`src/rtl/serial_addsub.sv`:
```
// ---------------------------------------------------------------------------
// serial_addsub
// Bit-serial two's-complement adder/subtractor. Operands arrive LSB first,
// framed into WORD_LEN-bit words; the result leaves DELAY cycles later
// together with word-framing strobes and a signed-overflow flag.
//
// Parameters
//   WORD_LEN   : bits per word (2..64), MSB is the sign bit
//   DELAY      : output pipeline depth in cycles (1..8)
//   CONTINUOUS : 1 = words follow each other automatically,
//                0 = return to idle after each word
// Ports
//   clk        : clock, rising edge
//   rst_n      : synchronous active-low reset
//   word_start : marks operand bit 0 (also aborts a word in progress)
//   sub        : 1 = a-b, 0 = a+b; sampled with bit 0
//   a, b       : serial operands, LSB first
//   sum        : serial result bit
//   sum_first  : high with result bit 0
//   sum_last   : high with result bit WORD_LEN-1
//   overflow   : signed overflow, only valid with sum_last
// ---------------------------------------------------------------------------
module serial_addsub #(
  parameter int unsigned WORD_LEN   = 17,
  parameter int unsigned DELAY      = 2,
  parameter bit          CONTINUOUS = 1'b1
) (
  input  logic clk,
  input  logic rst_n,
  input  logic word_start,
  input  logic sub,
  input  logic a,
  input  logic b,
  output logic sum,
  output logic sum_first,
  output logic sum_last,
  output logic overflow
);

  localparam int unsigned CNT_W = (WORD_LEN > 2) ? $clog2(WORD_LEN) : 1;
  localparam logic [CNT_W-1:0] LAST_K = CNT_W'(WORD_LEN - 1);

  typedef enum logic {
    ST_IDLE = 1'b0,
    ST_RUN  = 1'b1
  } state_t;

  typedef struct packed {
    logic sum;
    logic first;
    logic last;
    logic ovf;
  } pipe_t;

  state_t           r_state;
  logic [CNT_W-1:0] r_cnt;
  logic             r_c;
  logic             r_m;
  pipe_t            r_pipe [DELAY];

  logic             w_active;
  logic             w_bit0;
  logic [CNT_W-1:0] w_k;
  logic             w_last;
  logic             w_m_eff;
  logic             w_b_eff;
  logic             w_cin;
  logic             w_s;
  logic             w_cout;
  pipe_t            w_stage;

  // Bit-time datapath: classify the current cycle and form sum/carry.
  always_comb begin
    w_active = 1'b0;
    w_bit0   = 1'b0;
    w_k      = '0;
    w_last   = 1'b0;
    w_m_eff  = 1'b0;
    w_b_eff  = 1'b0;
    w_cin    = 1'b0;
    w_s      = 1'b0;
    w_cout   = 1'b0;
    w_stage  = '0;

    w_active = (r_state == ST_RUN) || word_start;
    // cnt==0 in RUN is an automatic wrap; word_start forces bit 0 (abort).
    w_bit0   = word_start || (r_cnt == '0);
    w_k      = word_start ? '0 : r_cnt;
    w_last   = w_active && (w_k == LAST_K);

    w_m_eff  = w_bit0 ? sub : r_m;
    w_b_eff  = b ^ w_m_eff;
    // Carry-in at bit 0 is the mode bit: +1 completes the two's complement of b.
    w_cin    = w_bit0 ? w_m_eff : r_c;
    w_s      = a ^ w_b_eff ^ w_cin;
    w_cout   = (a & w_b_eff) | (a & w_cin) | (w_b_eff & w_cin);

    w_stage.sum   = w_active & w_s;
    w_stage.first = w_active & w_bit0;
    w_stage.last  = w_last;
    // Signed overflow: carry into the sign bit differs from carry out of it.
    w_stage.ovf   = w_last & (w_cin ^ w_cout);
  end

  // Control state, carry/mode registers and output pipeline.
  always_ff @(posedge clk) begin
    if (!rst_n) begin
      r_state <= ST_IDLE;
      r_cnt   <= '0;
      r_c     <= 1'b0;
      r_m     <= 1'b0;
      for (int i = 0; i < int'(DELAY); i++) begin
        r_pipe[i] <= '0;
      end
    end else begin
      r_pipe[0] <= w_stage;
      for (int i = 1; i < int'(DELAY); i++) begin
        r_pipe[i] <= r_pipe[i-1];
      end

      if (w_active) begin
        r_c <= w_cout;
        r_m <= w_m_eff;
        if (w_last) begin
          r_cnt   <= '0;
          r_state <= CONTINUOUS ? ST_RUN : ST_IDLE;
        end else begin
          r_cnt   <= w_k + CNT_W'(1);
          r_state <= ST_RUN;
        end
      end else begin
        r_c     <= 1'b0;
        r_cnt   <= '0;
        r_state <= ST_IDLE;
      end
    end
  end

  assign sum       = r_pipe[DELAY-1].sum;
  assign sum_first = r_pipe[DELAY-1].first;
  assign sum_last  = r_pipe[DELAY-1].last;
  assign overflow  = r_pipe[DELAY-1].ovf;

endmodule

```
`config.mk`:
```
export PLATFORM = sky130hd
export DESIGN_NAME = serial_addsub
export DESIGN_NICKNAME = d
export VERILOG_FILES = /design/src/rtl/serial_addsub.sv
export SDC_FILE = /design/constraint.sdc
export NUM_CORES = 1
export LEC_CHECK = 0
export ABC_AREA = 0
export CAP_MARGIN = 0
export CORE_AREA = 5 5 53 55
export DETAILED_ROUTE_END_ITERATION = 8
export DIE_AREA = 0 0 58 60
export PLACE_DENSITY = 0.54
export SLEW_MARGIN = 30
export SYNTH_ARGS = -nofsm -noshare
export SYNTH_HDL_FRONTEND = slang
export SYNTH_SLANG_ARGS = --single-unit
export TNS_END_PERCENT = 1
```
`constraint.sdc`:
```
create_clock -name clk -period 2.55 [get_ports clk]
set_clock_uncertainty 0.2 [all_clocks]
set_input_delay 0.6375 -clock clk [delete_from_list [all_inputs] [get_ports clk]]
set_output_delay 0.6375 -clock clk [all_outputs]
set_load 0.01 [all_outputs]
```
==> summary.txt, run 1 <==
Timing
  • Slew @ Worst Pin: 299 ps
  • Hold WS: 240 ps
  • PnR worst setup slack: 107 ps
  • Setup Viol. Count Final: 0
  • Fmax: 409 MHz
  • Final min period: 2440 ps
  • Pins Over Slew Limit: 0
  • Final setup TNS: 0 ps
  • Final hold vios: 0
  • Unrepaired setup endpoints after global routing: false
  • Final period utilization: 0.958
  • Max-slew headroom: 0.800

Placed design
  • DP Worst Slack: -221 ps
  • RD Place Congestion: 0.773
  • Placed Area: 808 sq um
  • Hpwl dp: 885 um
  • Placed Instances: 108
  • Port bufs: 9

Setup path
  • R2R depth: 7
  • R2r setup slk: ~370 ps
  • Critical-path top delay cell: clkdlybuf4s50_1
  • Data required, critical path: 2530 ps
  • Startpoint class of the critical path: primary input
  • Setup CP Type: primary input to register
  • FF-to-FF Start: r_cnt[4]
  • R2r endpoint: r_pipe[0][0]
  • Crit-path cells: clkdlybuf4s50_1 > nand2b_1 > mux2i_1 > or2_1 > fa_1 > nor3_2 > and3b_1
  • Setup crit start: word_start
  • Slowest stage delay, CP: 520 ps
  • Crit path max fanout: 3
  • Setup crit end kind: register
  • Crit path DAT: 2430 ps

CTS
  • Hold buffers post-CTS: 0
  • Clock latency on the worst-skew pair: between 200 and 300 ps
  • Clock transition at path regs: 90 ps
  • Total CTS buffers: 3
  • CTS root buffer: clkbuf_4
  • Sink Count: 16
  • Post-CTS setup buffer count: 0
  • CTS H-tree depth: 1
  • TritonCTS clock tree: done
  • Max clock buf depth: 2

Drt
  • DRT Pass-1 Iters: 3
  • DRT iter0 DRCs: 4
  • ANT nets after route: 0
  • Final WL: 1150 um
  • Vias per Instance: 4.15
  • Routed via count: 465
  • Residual DRC: 0
  • Wirelength per Cell: 10.3 um

Layout
  • Layout cells sized above 1: 0.159
  • Design area: 857 sq um
  • Area delta synth->final: 32.2%
  • Number of diodes: 0
  • Post-Layout Cell Count: 112
  • Nets: a little over 90

Die
  • Site row count: 18
  • Die height: about 60 um
  • IO Count: 10
  • Core area: 2340 sq um
  • Die width: 58 um
  • Starting density of the core: 0.277
  • Die area: 3480 sq um

Run
  • Max capacitance violation total: 0

Power and ir drop
  • PD cells: between 500 and 600 nW/um^2
  • Peak supply drop: between 0.4 and 0.5 mV
  • Static Leakage: 0.356 nW

Logic synthesis
  • Mapped Area: 648 sq um
  • Async set-reset flop share out of synthesis: 0
  • Post-synth EDFFs: 0
  • Cells after Synth: 65
  • Post-synth top area cell: dfxtp_1
  • FF+latch count, synth: 16
  • Synth area leaders: dfxtp_1 (49%), and2_1 (6.8%), ha_1 (3.9%), nand2b_1 (3.9%), fa_1 (3.1%)
  • Yosys top cell area share: 0.494
  • Ys flop type: dfxtp_1
  • Library cells used by synthesis: 24
  • Net count after synthesis: 74
  • Post-synthesis sequential area ratio: 0.494
  • Synth warn: 0
  • Most frequent cell after synthesis: dfxtp_1
  • Synth cell count leaders: dfxtp_1 (16), and2_1 (7), nand2b_1 (4), nor2_1 (4)
  • Syn avg cell area: 9.97 sq um

Min path
  • Min-Delay Path Depth: 1
  • Hold_sp: r_pipe[0][0]
  • Worst hold path type: register to register
  • Hold path endpoint: r_pipe[0][4]

Status
  • Status: finished, final reports clean

GRT
  • Initial antenna violation count: 0
  • First-pass GRT wire length: 2070 um
  • Tot GR Track Use: 0.0794
  • Number of global-route vias before repair: about 470
  • Largest net degree at the start of global routing: 10
  • Overflow after GRT: 0
==> report_power, final <==
group | switching, mW | leakage [nW] | internal [mW] | total (mW)
clock | 0.0775 | 0.0210 | 0.0869 | 0.164
sequential | 0.00421 | 0.131 | 0.261 | 0.265
combinational | 0.0278 | 0.204 | 0.0354 | 0.0631
total | 0.109 | 0.356 | 0.383 | 0.492
==> critical path, delay by kind of cell <==
| family | cells | cell delay [ps] |
|---|---|---|
| AND/OR/NAND/NOR | 4 | 770 |
| buffers and inverters | 1 | 520 |
| adder cells (fa/ha/maj) | 1 | 410 |
| multiplexers | 1 | 90 |
==> cells in the final DEF, fill, tap and decap left out, drive strengths merged, types with 2 or more instances in the layout <==
cell type and n:
nand2b 4, xor2 2, clkbuf 4, xnor2 2, o21ai 3, nand2 2, inv 3, ha 2
buf 5, nor2b 2, clkdlybuf4s50 9, nor2 4, and2 7, dfxtp 16, nor3 4, nand3 3
mux2i 2
==> cell type report <==
cell class | count | area (sq um)
inverter | 3 | 11.3
clock buffer | 4 | 36.3
multi-input combinational | 45 | 324
timing repair buffer | 14 | 128
sequential | 16 | 320
fill | 235 | 1490
tap | 30 | 37.5
==> through the flow <==
| stage | utilization | total power, mW |
|---|---|---|
| final | 0.366 | 0.492 |
| after global routing | 0.366 | 0.520 |
| after CTS | 0.361 | 0.499 |
| after detailed placement | 0.345 | 0.331 |
| after global placement | 0.345 | 0.331 |
| after floorplan | - | 0.303 |
==> cell families (layout without fill, tap and decap cells) <==
family | count (synthesis) | in the layout | share of synthesized area
DFF | 16 | 16 | 0.494
buffers and inverters | 4 | 21 | 0.0251
and+or+nand+nor | 30 | 30 | 0.274
AOI/OAI and AO/OA | 6 | 6 | 0.0521
adders and majority gates | 3 | 3 | 0.0695
muxes | 2 | 2 | 0.0309
xor gates and xnor gates | 4 | 4 | 0.0541
==> metal layers <==
| layer | routed length, um | track usage | vias up |
|---|---|---|---|
| met5 | 0 | 0 | - |
| met4 | 8 | 0.00993 | 0 |
| met3 | 79 | 0.0475 | 2 |
| li1 | - | - | 249 |
| met2 | 536 | 0.127 | 10 |
| met1 | 528 | 0.0936 | 204 |
==> worst max-delay path by stage <==
stage / end
2_1_floorplan: r_pipe[0][0]
3_3_place_gp: r_pipe[0][0]
3_5_place_dp: r_pipe[0][0]
4_1_cts: r_pipe[0][0]
5_1_grt: r_pipe[0][0]
6_report: r_pipe[0][0]
==> flip-flops by register name (all words and copies together), names as in the netlist <==
name and flops:
r_pipe 8, r_cnt 5, r_state 1, r_m 1
r_c 1
==> what timing repair did <==
action,in CTS,in global routing
gates resized for setup,0,3
endpoints found under the setup margin,0,1
endpoints found under the hold margin,0,0
Power figures use the tool's default switching activity.
==> run 2: changes to the inputs <==
--- a/config.mk
+++ b/config.mk
@@ -10,7 +10,8 @@
 export CORE_AREA = 5 5 53 55
 export DETAILED_ROUTE_END_ITERATION = 8
 export DIE_AREA = 0 0 58 60
-export PLACE_DENSITY = 0.54
+export DONT_BUFFER_PORTS = 1
+export PLACE_DENSITY = 0.48
 export SLEW_MARGIN = 30
 export SYNTH_ARGS = -nofsm -noshare
 export SYNTH_HDL_FRONTEND = slang
==> run 2 against run 1 <==
Via count decreased by 11%; die area unchanged; global-route usage decreased by 0.94 points; count of clock-buffer cells in the layout unchanged; core utilization decreased by 6.0 points; critical path depth unchanged; register-to-register slack about the same; setup slack improved by 260 ps; largest power group unchanged.
==> summary.txt, run 2 (same netlist as run 1, synthesis figures left out) <==
Timing
  • Hold WS: 217 ps
  • Final setup TNS: 0 ps
  • Fmax: approximately 460 MHz
  • Final period utilization: 0.858
  • Unrepaired setup endpoints after global routing: false
  • Max-slew headroom: 0.820
  • Pins Over Slew Limit: 0
  • Setup Viol. Count Final: 0
  • Slew @ Worst Pin: 269 ps
  • Final min period: 2190 ps
  • Final hold vios: 0

Placed design
  • Port bufs: 0
  • RD Place Congestion: between 0.7 and 0.8
  • Hpwl dp: roughly 770 um

Setup path
  • R2r endpoint: r_pipe[0][0]
  • R2r setup slk: 360 ps
  • Setup crit end kind: register
  • Crit path DAT: between 2000 and 2500 ps
  • Startpoint class of the critical path: register
  • Setup CP Type: register to register
  • FF-to-FF Start: r_cnt[4]
  • R2R depth: 7
  • Crit path max fanout: 3
  • Data required, critical path: 2540 ps

CTS
  • Sink Count: 16
  • Clock latency on the worst-skew pair: approximately 290 ps
  • Max clock buf depth: 2
  • CTS H-tree depth: 1
  • Total CTS buffers: 3
  • CTS root buffer: clkbuf_4
  • Post-CTS setup buffer count: 0
  • Clock transition at path regs: 100 ps
  • Cts repair resizes: 0
  • TritonCTS clock tree: done
  • Hold buffers post-CTS: 0

Status
  • Status: finished, final reports clean

Power and ir drop
  • Peak supply drop: 0.375 mV
  • Total power: 0.470 mW
  • Static Leakage: 0.295 nW
  • PD cells: about 660 nW/um^2

Layout
  • Commonest non-fill, non-tap cell in the layout: dfxtp_1
  • Largest registers: r_pipe (8), r_cnt (5)
  • Area delta synth->final: 10.6%
  • Post-layout util: 0.306
  • Nets: 78
  • Largest register FFs: 8
  • Most frequent cells in the layout: dfxtp_1 (16), and2_1 (7), nand2b_1 (4), nor2_1 (4)
  • Most flops, register: r_pipe
  • Number of diodes: 0
  • Layout cells sized above 1: 0.0735

Die
  • Core area: 2340 sq um
  • Die height: 60 um
  • Starting density of the core: 0.277
  • Die width: 58 um
  • Site row count: 18
  • IO Count: 10
  • Die area: 3480 sq um

GRT
  • Number of global-route vias before repair: slightly above 400
  • Largest net degree at the start of global routing: 12
  • Initial antenna violation count: 0
  • First-pass GRT wire length: approximately 1800 um
  • Tot GR Track Use: 0.0700
  • Overflow after GRT: 0

Drt
  • Vias per Instance: 4.24
  • DRT Pass-1 Iters: 3
  • Residual DRC: 0
  • Routed via count: ~420
  • Wirelength per Cell: 10.6 um
  • DRT iter0 DRCs: 5
  • Final WL: ~1000 um
  • ANT nets after route: 0

Run
  • Max capacitance violation total: 0

Min path
  • Hold_sp: word_start
  • Min-Delay Path Depth: 1
  • Worst hold path type: primary input to register
  • Hold path endpoint: r_cnt[4]
run 2: changes by cell type in the layout (fill, tap and decap cells not counted), sizes merged:
cell / previous run / this run
clkdlybuf4s50: 9 / 0
buf: 5 / 0
run 2: final cells by class:
type                    instances  area, sq um
multi-input cells              45          312
fillers                       258         1630
flip-flops and latches         16          320
inverters                       3         11.3
well taps                      30         37.5
clock buffers                   4         36.3
run 2: worst max-delay path, cell delays in order, from the launching register on:
cell and delay, ps:
dfxtp_1 350, nor3_2 290, a21oi_1 150, mux2i_1 200, xnor2_1 110, fa_1 430, nor3_1 180, and3b_1 190
run 2: worst max-delay path by stage:
stage,endpoint,cells after the start,from,slack [ps]
global route,r_pipe[0][0],7,r_cnt[4],160
finish,r_pipe[0][0],7,r_cnt[4],360
detailed placement,r_pipe[0][0],6,word_start,230
floorplan,r_pipe[0][0],7,word_start,200
global placement,r_pipe[0][0],6,word_start,290
CTS,r_pipe[0][0],7,r_cnt[4],320
run 2: stage by stage:
step | instance area [sq um] | setup WS [ps] | cells
after floorplan | 648 | 198 | 65
after global placement | 681 | 294 | 94
after detailed placement | 681 | 231 | 94
after CTS | 717 | 323 | 98
after global routing | 717 | 161 | 98
final | 717 | 363 | 98
run 2: per-layer routing:
layer  up-vias  part of all wire  wire length [um]  GRT usage
li1        218                 -                 -          -
met1       185              0.49               505     0.0900
met2        11              0.43               449      0.103
met3         2             0.073                76     0.0410
met4         0            0.0058                 6    0.00993
met5         -                 0                 0          0
run 2: power by group:
part           internal [mW]  total [mW]  leakage [nW]  switching (mW)
Combinational         0.0179      0.0355         0.144          0.0176
Sequential             0.261       0.266         0.131         0.00523
Clock                 0.0870       0.168        0.0210          0.0814
Total                  0.366       0.470         0.295           0.104
==> run 3: changes to the inputs <==
--- a/config.mk
+++ b/config.mk
@@ -7,9 +7,9 @@
 export LEC_CHECK = 0
 export ABC_AREA = 0
 export CAP_MARGIN = 0
-export CORE_AREA = 5 5 53 55
+export CORE_AREA = 5 5 55 53
 export DETAILED_ROUTE_END_ITERATION = 8
-export DIE_AREA = 0 0 58 60
+export DIE_AREA = 0 0 60 58
 export DONT_BUFFER_PORTS = 1
 export PLACE_DENSITY = 0.48
 export SLEW_MARGIN = 30
==> run 3 against run 2 <==
Setup slack improved by 18 ps; cell count down 3.1%; register-to-register slack improved by 20 ps; wire length rose by 0.87%; power is 9.0% lower; core utilization fell by 0.11 points; via count grew 2.2%; first-iteration DRC count increased by 40%; sequential cell count stayed put; count of clock-buffer cells in the layout shrank 1; critical path type unchanged; highest routed layer unchanged.
==> summary.txt, run 3 (same netlist as run 1, synthesis figures left out) <==
Placed design
  • Placed Area: 678 sq um
  • RD Place Congestion: 0.724
  • Placed Instances: 92
  • DP Worst Slack: 251 ps
  • Port bufs: 0
  • Hpwl dp: 816 um

Timing
  • Pins Over Slew Limit: 0
  • Unrepaired setup endpoints after global routing: false
  • Final setup TNS: 0 ps
  • Slew @ Worst Pin: 263 ps
  • Final period utilization: 0.851
  • PnR worst setup slack: around 380 ps
  • Final hold vios: 0
  • Fmax: 461 MHz
  • Max-slew headroom: 0.823
  • Setup Viol. Count Final: 0
  • Final min period: 2170 ps

Die
  • Core area: 2300 sq um
  • IO Count: 10
  • Site row count: 17
  • Die area: 3480 sq um
  • Die height: around 58 um
  • Starting density of the core: 0.282
  • Die width: around 60 um

CTS
  • Hold buffers post-CTS: 0
  • Post-CTS setup buffer count: 0
  • Total CTS buffers: 3
  • CTS root buffer: clkbuf_4
  • CTS H-tree depth: 1
  • Sink Count: 16
  • TritonCTS clock tree: done
  • Clock transition at path regs: 80 ps
  • Max clock buf depth: 2
  • Cts repair resizes: 0
  • Clock latency on the worst-skew pair: roughly 270 ps

GRT
  • First-pass GRT wire length: between 1500 and 2000 um
  • Number of global-route vias before repair: 420
  • Largest net degree at the start of global routing: 12
  • Overflow after GRT: 0
  • Initial antenna violation count: 0
  • Tot GR Track Use: 0.0729

Layout
  • Commonest non-fill, non-tap cell in the layout: dfxtp_1
  • Most flops, register: r_pipe
  • Largest registers: r_pipe (8), r_cnt (5)
  • Post-Layout Cell Count: 95
  • Layout cells sized above 1: 0.0597
  • Area delta synth->final: 8.11%
  • Design area: 701 sq um
  • Largest register FFs: 8
  • Number of diodes: 0
  • Nets: between 70 and 80
  • Most frequent cells in the layout: dfxtp_1 (16), and2_1 (7), nand2b_1 (4), nor2_1 (4)

Power and ir drop
  • Peak supply drop: about 0.28 mV
  • PD cells: 610 nW/um^2
  • Total power: 0.428 mW
  • Static Leakage: 0.288 nW

Drt
  • Routed via count: 425
  • ANT nets after route: 0
  • Final WL: 1050 um
  • Wirelength per Cell: ~11 um
  • DRT iter0 DRCs: 7
  • Residual DRC: 0
  • Vias per Instance: between 4 and 5
  • DRT Pass-1 Iters: 4

Setup path
  • Crit path DAT: 2150 ps
  • Crit-path cells: nor2_1 > a21oi_1 > mux2i_1 > xnor2_1 > fa_1 > nor3_1 > and3b_1
  • Crit path max fanout: 5
  • Critical-path top delay cell: fa_1
  • Setup crit end kind: register
  • Slowest stage delay, CP: 430 ps
  • Setup CP Type: register to register
  • Startpoint class of the critical path: register
  • R2r setup slk: 380 ps
  • Data required, critical path: 2530 ps

Min path
  • Worst hold path type: primary input to register

Run
  • Max capacitance violation total: 0

Status
  • Status: finished, final reports clean
run 3: layout make-up:
cell class	count	area, sq um
Clock buffer	3	22.5
Fill cell	242	1600
Inverter	3	11.3
Multi-Input combinational cell	45	312
Sequential cell	16	320
Tap cell	28	35.0
run 3: path summary, 6_finish.rpt:
check | startpoint | end | cells past startpoint
worst max register to register | r_cnt[2] | r_pipe[0][0] | 7
worst min register to register | r_pipe[0][0] | r_pipe[0][4] | 1
worst max-delay path | r_cnt[2] | r_pipe[0][0] | 7
worst min-delay path | word_start | r_cnt[4] | 1
run 3: where the power goes:
| part | switching (mW) | internal (mW) | total, mW |
|---|---|---|---|
| Combinational | 0.0183 | 0.0183 | 0.0366 |
| Clock | 0.0701 | 0.0547 | 0.125 |
| Sequential | 0.00545 | 0.261 | 0.266 |
| Total | 0.0939 | 0.334 | 0.428 |
run 3: worst max-delay path, delay by kind of cell, from the launching register on:
| family | cells | cell delay (ps) |
|---|---|---|
| XOR/XNOR | 1 | 110 |
| adder cells (fa/ha/maj) | 1 | 430 |
| AO/OA/AOI/OAI | 1 | 210 |
| multiplexers | 1 | 250 |
| AND/OR/NAND/NOR | 3 | 470 |
| flip-flops | 1 | 390 |
run 3: metal layers:
metal / GRT usage / part of all wire
met5: 0 / 0
met4: 0.0380 / 0.021
met3: 0.0379 / 0.068
met2: 0.105 / 0.45
met1: 0.0870 / 0.46
run 3: metrics by stage:
| stage | util | hold slack [ps] |
|---|---|---|
| CTS | 0.305 | 217 |
| global route | 0.305 | 206 |
| global placement | 0.295 | 215 |
| detailed placement | 0.295 | 222 |
| finish | 0.305 | 226 |
| floorplan | - | 212 |
